$ cat config.mk
export PLATFORM = sky130hd
export DESIGN_NAME = tap_ctrl
export DESIGN_NICKNAME = d
export VERILOG_FILES = /design/src/rtl/tap_pkg.sv /design/src/rtl/tap_fsm.sv /design/src/rtl/tap_ctrl.sv
export SDC_FILE = /design/constraint.sdc
export NUM_CORES = 1
export LEC_CHECK = 0
export ABC_AREA = 1
export BUFFER_PORTS_ARGS = -buffer_cell sky130_fd_sc_hd__buf_2
export CAP_MARGIN = 20
export CORE_MARGIN = 5
export CORE_UTILIZATION = 39
export DETAILED_ROUTE_END_ITERATION = 8
export GPL_TIMING_DRIVEN = 0
export PLACE_DENSITY = 0.58
export SYNTH_ARGS = -nofsm -noshare
export SYNTH_HDL_FRONTEND = slang
export SYNTH_SLANG_ARGS = --single-unit
$ cat constraint.sdc
create_clock -name clock -period 3.2 [get_ports clock]
set_input_delay 0.32 -clock clock [delete_from_list [all_inputs] [get_ports clock]]
set_output_delay 0.32 -clock clock [all_outputs]
set_load 0.01 [all_outputs]
$ cat src/rtl/tap_pkg.sv
// Shared definitions for the TAP controller: one-hot state encoding,
// instruction opcodes and the default instruction register width.
package tap_pkg;

    localparam int IR_W_DEF = 4;

    localparam logic [3:0] OP_EXTEST  = 4'b0000;
    localparam logic [3:0] OP_SAMPLE  = 4'b0001;
    localparam logic [3:0] OP_RUNBIST = 4'b0010;
    localparam logic [3:0] OP_BYPASS  = 4'b1111;

    // One-hot so the combinational decodes off the state register cannot glitch.
    typedef enum logic [15:0] {
        TLR    = 16'h0001,
        RTI    = 16'h0002,
        SEL_DR = 16'h0004,
        CAP_DR = 16'h0008,
        SH_DR  = 16'h0010,
        EX1_DR = 16'h0020,
        PAU_DR = 16'h0040,
        EX2_DR = 16'h0080,
        UPD_DR = 16'h0100,
        SEL_IR = 16'h0200,
        CAP_IR = 16'h0400,
        SH_IR  = 16'h0800,
        EX1_IR = 16'h1000,
        PAU_IR = 16'h2000,
        EX2_IR = 16'h4000,
        UPD_IR = 16'h8000
    } tap_state_e;

endpackage

$ cat src/rtl/tap_fsm.sv
// 16-state TAP machine driven by tms on each rising clock edge.
//
// state  | meaning
// TLR    | test-logic-reset, IR forced to BYPASS
// RTI    | run-test/idle, BIST runs here when selected
// SEL_DR | select DR scan branch
// CAP_DR | capture into selected data register
// SH_DR  | shift selected data register
// EX1_DR | exit-1 of DR scan
// PAU_DR | pause DR scan, registers hold
// EX2_DR | exit-2 of DR scan
// UPD_DR | update DR (BSR update strobe follows)
// SEL_IR | select IR scan branch
// CAP_IR | capture 0..01 into IR shift register
// SH_IR  | shift IR shift register
// EX1_IR | exit-1 of IR scan
// PAU_IR | pause IR scan, registers hold
// EX2_IR | exit-2 of IR scan
// UPD_IR | update instruction from IR shift register
module tap_fsm
    import tap_pkg::*;
(
    input  logic       clock,
    input  logic       rst_l,
    input  logic       tms,
    output tap_state_e state_o,
    output tap_state_e state_nxt_o
);

    tap_state_e state_q;
    tap_state_e state_d;

    // State register, async reset into Test-Logic-Reset.
    always_ff @(posedge clock or negedge rst_l) begin
        if (!rst_l) state_q <= TLR;
        else        state_q <= state_d;
    end

    // Standard TAP transitions on tms.
    always_comb begin
        state_d = TLR;
        case (state_q)
            TLR:     state_d = tms ? TLR    : RTI;
            RTI:     state_d = tms ? SEL_DR : RTI;
            SEL_DR:  state_d = tms ? SEL_IR : CAP_DR;
            CAP_DR:  state_d = tms ? EX1_DR : SH_DR;
            SH_DR:   state_d = tms ? EX1_DR : SH_DR;
            EX1_DR:  state_d = tms ? UPD_DR : PAU_DR;
            PAU_DR:  state_d = tms ? EX2_DR : PAU_DR;
            EX2_DR:  state_d = tms ? UPD_DR : SH_DR;
            UPD_DR:  state_d = tms ? SEL_DR : RTI;
            SEL_IR:  state_d = tms ? TLR    : CAP_IR;
            CAP_IR:  state_d = tms ? EX1_IR : SH_IR;
            SH_IR:   state_d = tms ? EX1_IR : SH_IR;
            EX1_IR:  state_d = tms ? UPD_IR : PAU_IR;
            PAU_IR:  state_d = tms ? EX2_IR : PAU_IR;
            EX2_IR:  state_d = tms ? UPD_IR : SH_IR;
            UPD_IR:  state_d = tms ? SEL_DR : RTI;
            default: state_d = TLR;
        endcase
    end

    assign state_o     = state_q;
    assign state_nxt_o = state_d;

endmodule

$ cat src/rtl/tap_ctrl.sv
// TAP controller top: instruction register, bypass bit, BSR control decode
// and the falling-edge tdo register.
module tap_ctrl
    import tap_pkg::*;
#(
    parameter int IR_W = IR_W_DEF
) (
    input  logic            clock,
    input  logic            rst_l,
    input  logic            tms,
    input  logic            tdi,
    input  logic            bsr_so,
    output logic            bsr_si,
    output logic            tdo,
    output logic            tdo_en,
    output logic            dr_shift,
    output logic            dr_capture,
    output logic            dr_update,
    output logic            bsr_en,
    output logic            bist_run,
    output logic [IR_W-1:0] ir_q
);

    localparam logic [IR_W-1:0] IR_CAPTURE  = {{(IR_W-1){1'b0}}, 1'b1};
    localparam logic [IR_W-1:0] OP_BYPASS_W = {IR_W{1'b1}};
    localparam logic [IR_W-1:0] OP_EXTEST_W = IR_W'(OP_EXTEST);
    localparam logic [IR_W-1:0] OP_SAMPLE_W = IR_W'(OP_SAMPLE);
    localparam logic [IR_W-1:0] OP_RBIST_W  = IR_W'(OP_RUNBIST);

    tap_state_e      state;
    tap_state_e      state_nxt;
    logic [IR_W-1:0] ir_sr_q, ir_sr_d;
    logic [IR_W-1:0] ir_d;
    logic            bypass_q, bypass_d;
    logic            dr_update_q;
    logic            tdo_q, tdo_d;
    logic            bsr_sel;

    tap_fsm u_fsm (
        .clock       (clock),
        .rst_l       (rst_l),
        .tms         (tms),
        .state_o     (state),
        .state_nxt_o (state_nxt)
    );

    // Any opcode other than EXTEST/SAMPLE routes DR scans through bypass.
    assign bsr_sel    = (ir_q == OP_EXTEST_W) || (ir_q == OP_SAMPLE_W);
    assign bsr_si     = tdi;
    assign tdo_en     = (state == SH_DR) || (state == SH_IR);
    assign dr_shift   = bsr_sel && (state == SH_DR);
    assign dr_capture = bsr_sel && ((state == CAP_DR) || (state == SH_DR));
    assign bsr_en     = (ir_q == OP_EXTEST_W);
    assign bist_run   = (ir_q == OP_RBIST_W) && (state == RTI);
    assign dr_update  = dr_update_q;
    assign tdo        = tdo_q;

    // Next values for the scan registers and the instruction.
    always_comb begin
        ir_sr_d  = ir_sr_q;
        bypass_d = bypass_q;
        ir_d     = ir_q;
        if (state == CAP_IR)     ir_sr_d = IR_CAPTURE;
        else if (state == SH_IR) ir_sr_d = {tdi, ir_sr_q[IR_W-1:1]};
        if (state == CAP_DR)     bypass_d = 1'b0;
        else if (state == SH_DR) bypass_d = tdi;
        // Loading BYPASS on entry to TLR makes ir_q valid for the whole TLR stay.
        if (state_nxt == TLR)     ir_d = OP_BYPASS_W;
        else if (state == UPD_IR) ir_d = ir_sr_q;
    end

    // Serial-out source for the current shift state; 0 outside shifting.
    always_comb begin
        tdo_d = 1'b0;
        if (state == SH_IR)      tdo_d = ir_sr_q[0];
        else if (state == SH_DR) tdo_d = bsr_sel ? bsr_so : bypass_q;
    end

    // Rising-edge registers: IR shift, instruction, bypass and update strobe.
    always_ff @(posedge clock or negedge rst_l) begin
        if (!rst_l) begin
            ir_sr_q     <= '0;
            ir_q        <= OP_BYPASS_W;
            bypass_q    <= 1'b0;
            dr_update_q <= 1'b0;
        end else begin
            ir_sr_q     <= ir_sr_d;
            ir_q        <= ir_d;
            bypass_q    <= bypass_d;
            dr_update_q <= bsr_sel && (state == UPD_DR);
        end
    end

    // tdo launched on the falling edge so the tester samples it on the next rise.
    always_ff @(negedge clock or negedge rst_l) begin
        if (!rst_l) tdo_q <= 1'b0;
        else        tdo_q <= tdo_d;
    end

endmodule

# Word level (Yosys, flattened, before mapping)
# Cells that the tools add are included.
[classes]
n_eq_ne = 19
mux = 22
reduce_logical = 14
[op_table]
columns = ["operator", "n"]
rows = [
  ["$pmux 16 s12", 1],
  ["$eq 16x1->1 const B", 2],
  ["$mux 16", 2],
  ["$mux 9", 2],
  ["$eq 16x10->1 const B", 1],
  ["$eq 16x11->1 const B", 1],
  ["$eq 16x12->1 const B", 1],
  ["$eq 16x13->1 const B", 1],
  ["$eq 16x14->1 const B", 1],
  ["$eq 16x15->1 const B", 1],
  ["$eq 16x16->1 const B", 1],
  ["$eq 16x2->1 const B", 1],
  ["$eq 16x3->1 const B", 1],
  ["$eq 16x4->1 const B", 1],
  ["$eq 16x5->1 const B", 1],
  ["$eq 16x6->1 const B", 1],
  ["$eq 16x7->1 const B", 1],
  ["$eq 16x8->1 const B", 1],
  ["$eq 16x9->1 const B", 1],
  ["$mux 4", 4],
  ["$mux 15", 1],
  ["$mux 13", 1],
  ["$mux 11", 1],
  ["$mux 10", 1],
  ["other kinds (13)", 25],
]
[word_totals]
reg_bits = 27
output_inout_bits = 12
elab_cells = 61

# Longest topological paths before layout
[depth]
ltp_word = 5
mapped_depth = 10
ltp_nobuf = 10

# Hierarchy
# From an unflattened synthesis, not the netlist that was laid out.
[hier_totals]
cells_unflattened = 250
area_unflattened_um2 = 1791.7
[by_module_without_submodules]
columns = ["mod", "instances", "cells_per_inst", "area_each_um2"]
rows = [
  ["tap_fsm", 1, 125, 923.4],
  ["tap_ctrl", 1, 125, 868.3],
]

==> impl_metrics.tcl <==
set metrics [dict create \
    status "finished, final reports clean" \
    track_usage_pct 14.1 \
    remaining_drc_errors 0 \
    dieArea_um2 5150 \
    post_drt_wl_per_cell_um 13.4 \
    fin_area_um2 1670 \
    cts.sinks 27 \
    start_util_pct 40.4 \
    grt_pass1_vias 1280 \
    syn_nets 185 \
    ant_nets 0 \
    ys_seq_area_share_pct 45.8 \
    worst_ep_arrival_time_ps 1360 \
    htreeDepth 1 \
    holdBufCountCts 0 \
    io_buffers 15 \
    endpoint_kind "register" \
    vias_per_cell 4.93 \
    ys_types 29 \
    placed_cell_area_um2 1620 \
    synth_area_leader_cell "dfrtp_1" \
    antenna_found_initial 0 \
    slew_headroom_pct 59.1 \
    worst_path_max_delay_cell "dfstp_2" \
    hold_violations 0 \
    worstPathRequired_ps 1730 \
    antenna_cells 0 \
    synth_ff_type "dfrtp_1" \
    fin_cells 247 \
    post-cts-setup-buffers 0 \
    tritoncts "built" \
    yosysMostFrequentCell "nor2_1" \
    ios 17 \
    synth-edff-count 0 \
    root_buffer "clkbuf_8" \
    syn_inst 180 \
    dr_total_vias 1217 \
    worstSetupPathType "register to register" \
    drtIter0Drc 46 \
    grt.overflow.total 0 \
    hp-class "input pin to async pin" \
    grt_pass1_wl_um 5750 \
    synth_commonest_cells "31 x nor2_1, 26 x nand2_1, 23 x inv_1" \
    rows 22 \
    ir_drop_uv 369 \
    worstMarginPinSlew_ps 613 \
    path_clk_slew_ps 110 \
    synth_area_um2 1490 \
    finalSetupViolCount 0 \
    coreArea_um2 3690 \
    die_h_um 71.8 \
    insertion_delay_ps 290 \
    critical_path.cell_chain "inv_1 -> nand3_4 -> nor2_4 -> buf_6 -> nand2_1 -> o22ai_1" \
    cts.path.max_buffers 2 \
    crit_buf_inv 2 \
    wl_um 3310 \
    slew_violations 0 \
    cpPeakStageDelay_ps 540 \
    fin_skew_ps 17.4 \
    rsz0062_at_grt "false" \
    tns_ps 0 \
    synth_top_area_share_pct 35.3 \
    cap_violations 0 \
    ys_async_sr_fraction_pct 100 \
    dp.cells 243 \
    p_leak_uw 0.000856 \
    dp_hpwl_um 2540 \
    p_per_area_nw_per_um2 495 \
    die_w_um 71.8 \
    numCtsBuffers 3 \
    worstPathMaxFanout 10 \
    yosys-top-cells-area "dfrtp_1 35%, dfstp_2 8.8%, nor2_1 7.8%, nand2_1 6.6%, nand3_1 6.1%" \
    grt_start_max_net_pins 28 \
    areaGrowthSynthToFinish_pct 12.4 \
    crit_family "flip-flops" \
    drive_gt1_share_pct 27.6 \
    synth-seq-cells 27 \
    nNetsFinal 205 \
    place.gp.congestion 0.880 \
    ys_warn_count 0 \
    first_pass_iters 4 \
    syn_avg_cell_area_um2 8.27 \
    start_kind "register" \
    nFillCells 392 \
    ctsResizeCount 0 \
]
==> placed cells by master (no fill, tap or decap), drive strengths merged <==
cell and instances:
o31ai 1, dfrtn 1, nand3b 1, inv 24
clkinvlp 1, dfrtp 21, a41oi 1, nor2 44
o22ai 1, mux2i 2, dfstp 5, nor3 2
a21oi 7, buf 18, nor3b 1, nor4 1
o21ai 8, clkbuf 3, nand2 35, nand3 22
==> sequential cells by signal, summed over array words and instances (netlist names) <==
signal,count
bypass_q,1
u_fsm.state_o,16
ir_sr_q,4
dr_update,1
ir_q,4
tdo,1
==> layer usage <==
metal	wire length (um)	vias to the layer above	GRT usage, %
li1	-	610	-
met1	1540	574	18.8
met2	1620	28	23.2
met3	112	5	1.96
met4	39	0	5.01
met5	0	-	0
==> metrics by stage <==
stage               worst slack [ps]  hold WS [ps]  total power [uW]  utilization [%]
CTS                              362          58.8               834             45.4
global placement                 378           351               624             44.0
global route                     245          77.7               874             45.4
detailed placement               363           371               631             44.0
finish                           367          36.8               829             45.4
floorplan                        443          24.4               578                -
==> worst reg2reg max path, cell delays in order, from the launching register on <==
cell	delay (ps)
dfstp_2	540
inv_1	80
nand3_4	110
nor2_4	40
buf_6	140
nand2_1	100
o22ai_1	90
==> layout make-up <==
cell class / count / area, um^2 / area share (%)
multi-input combinational: 126 / 691 / 41.3
sequential: 27 / 682 / 40.8
inverter: 24 / 90.1 / 5.39
timing repair buffer: 15 / 75.1 / 4.49
tap: 48 / 60.1 / 3.59
clock buffer: 3 / 41.3 / 2.47
buffer: 3 / 26.3 / 1.57
clock inverter: 1 / 7.51 / 0.449
==> power by group <==
part	internal (uW)	switching [uW]
Clock	88.6	115
Combinational	84.7	165
Sequential	364	10.9
Total	537	292
==> kinds of logic (layout without fill, tap and decap cells) <==
group                  count (synthesis)  count (layout)  share of synthesized area, %
and+or+nand+nor                      106             106                          38.2
buffers and inverters                 27              46                          7.81
muxes                                  2               2                          1.34
DFF                                   27              27                          45.8
AOI/OAI and AO/OA                     18              18                          6.81
==> worst paths after layout <==
kind                                  start                end  slack (ps)  cells after the start
min in group clock                      tms  u_fsm.state_o[10]         290                      2
hold / removal                        rst_l          dr_update          40                      1
hold reg to reg                    bypass_q           bypass_q         540                      2
setup reg to reg           u_fsm.state_o[0]                tdo         370                      6
max in group asynchronous             rst_l                tdo        1250                      1
setup / recovery           u_fsm.state_o[0]                tdo         370                      6
No activity file was read; power rests on OpenSTA's default activity.
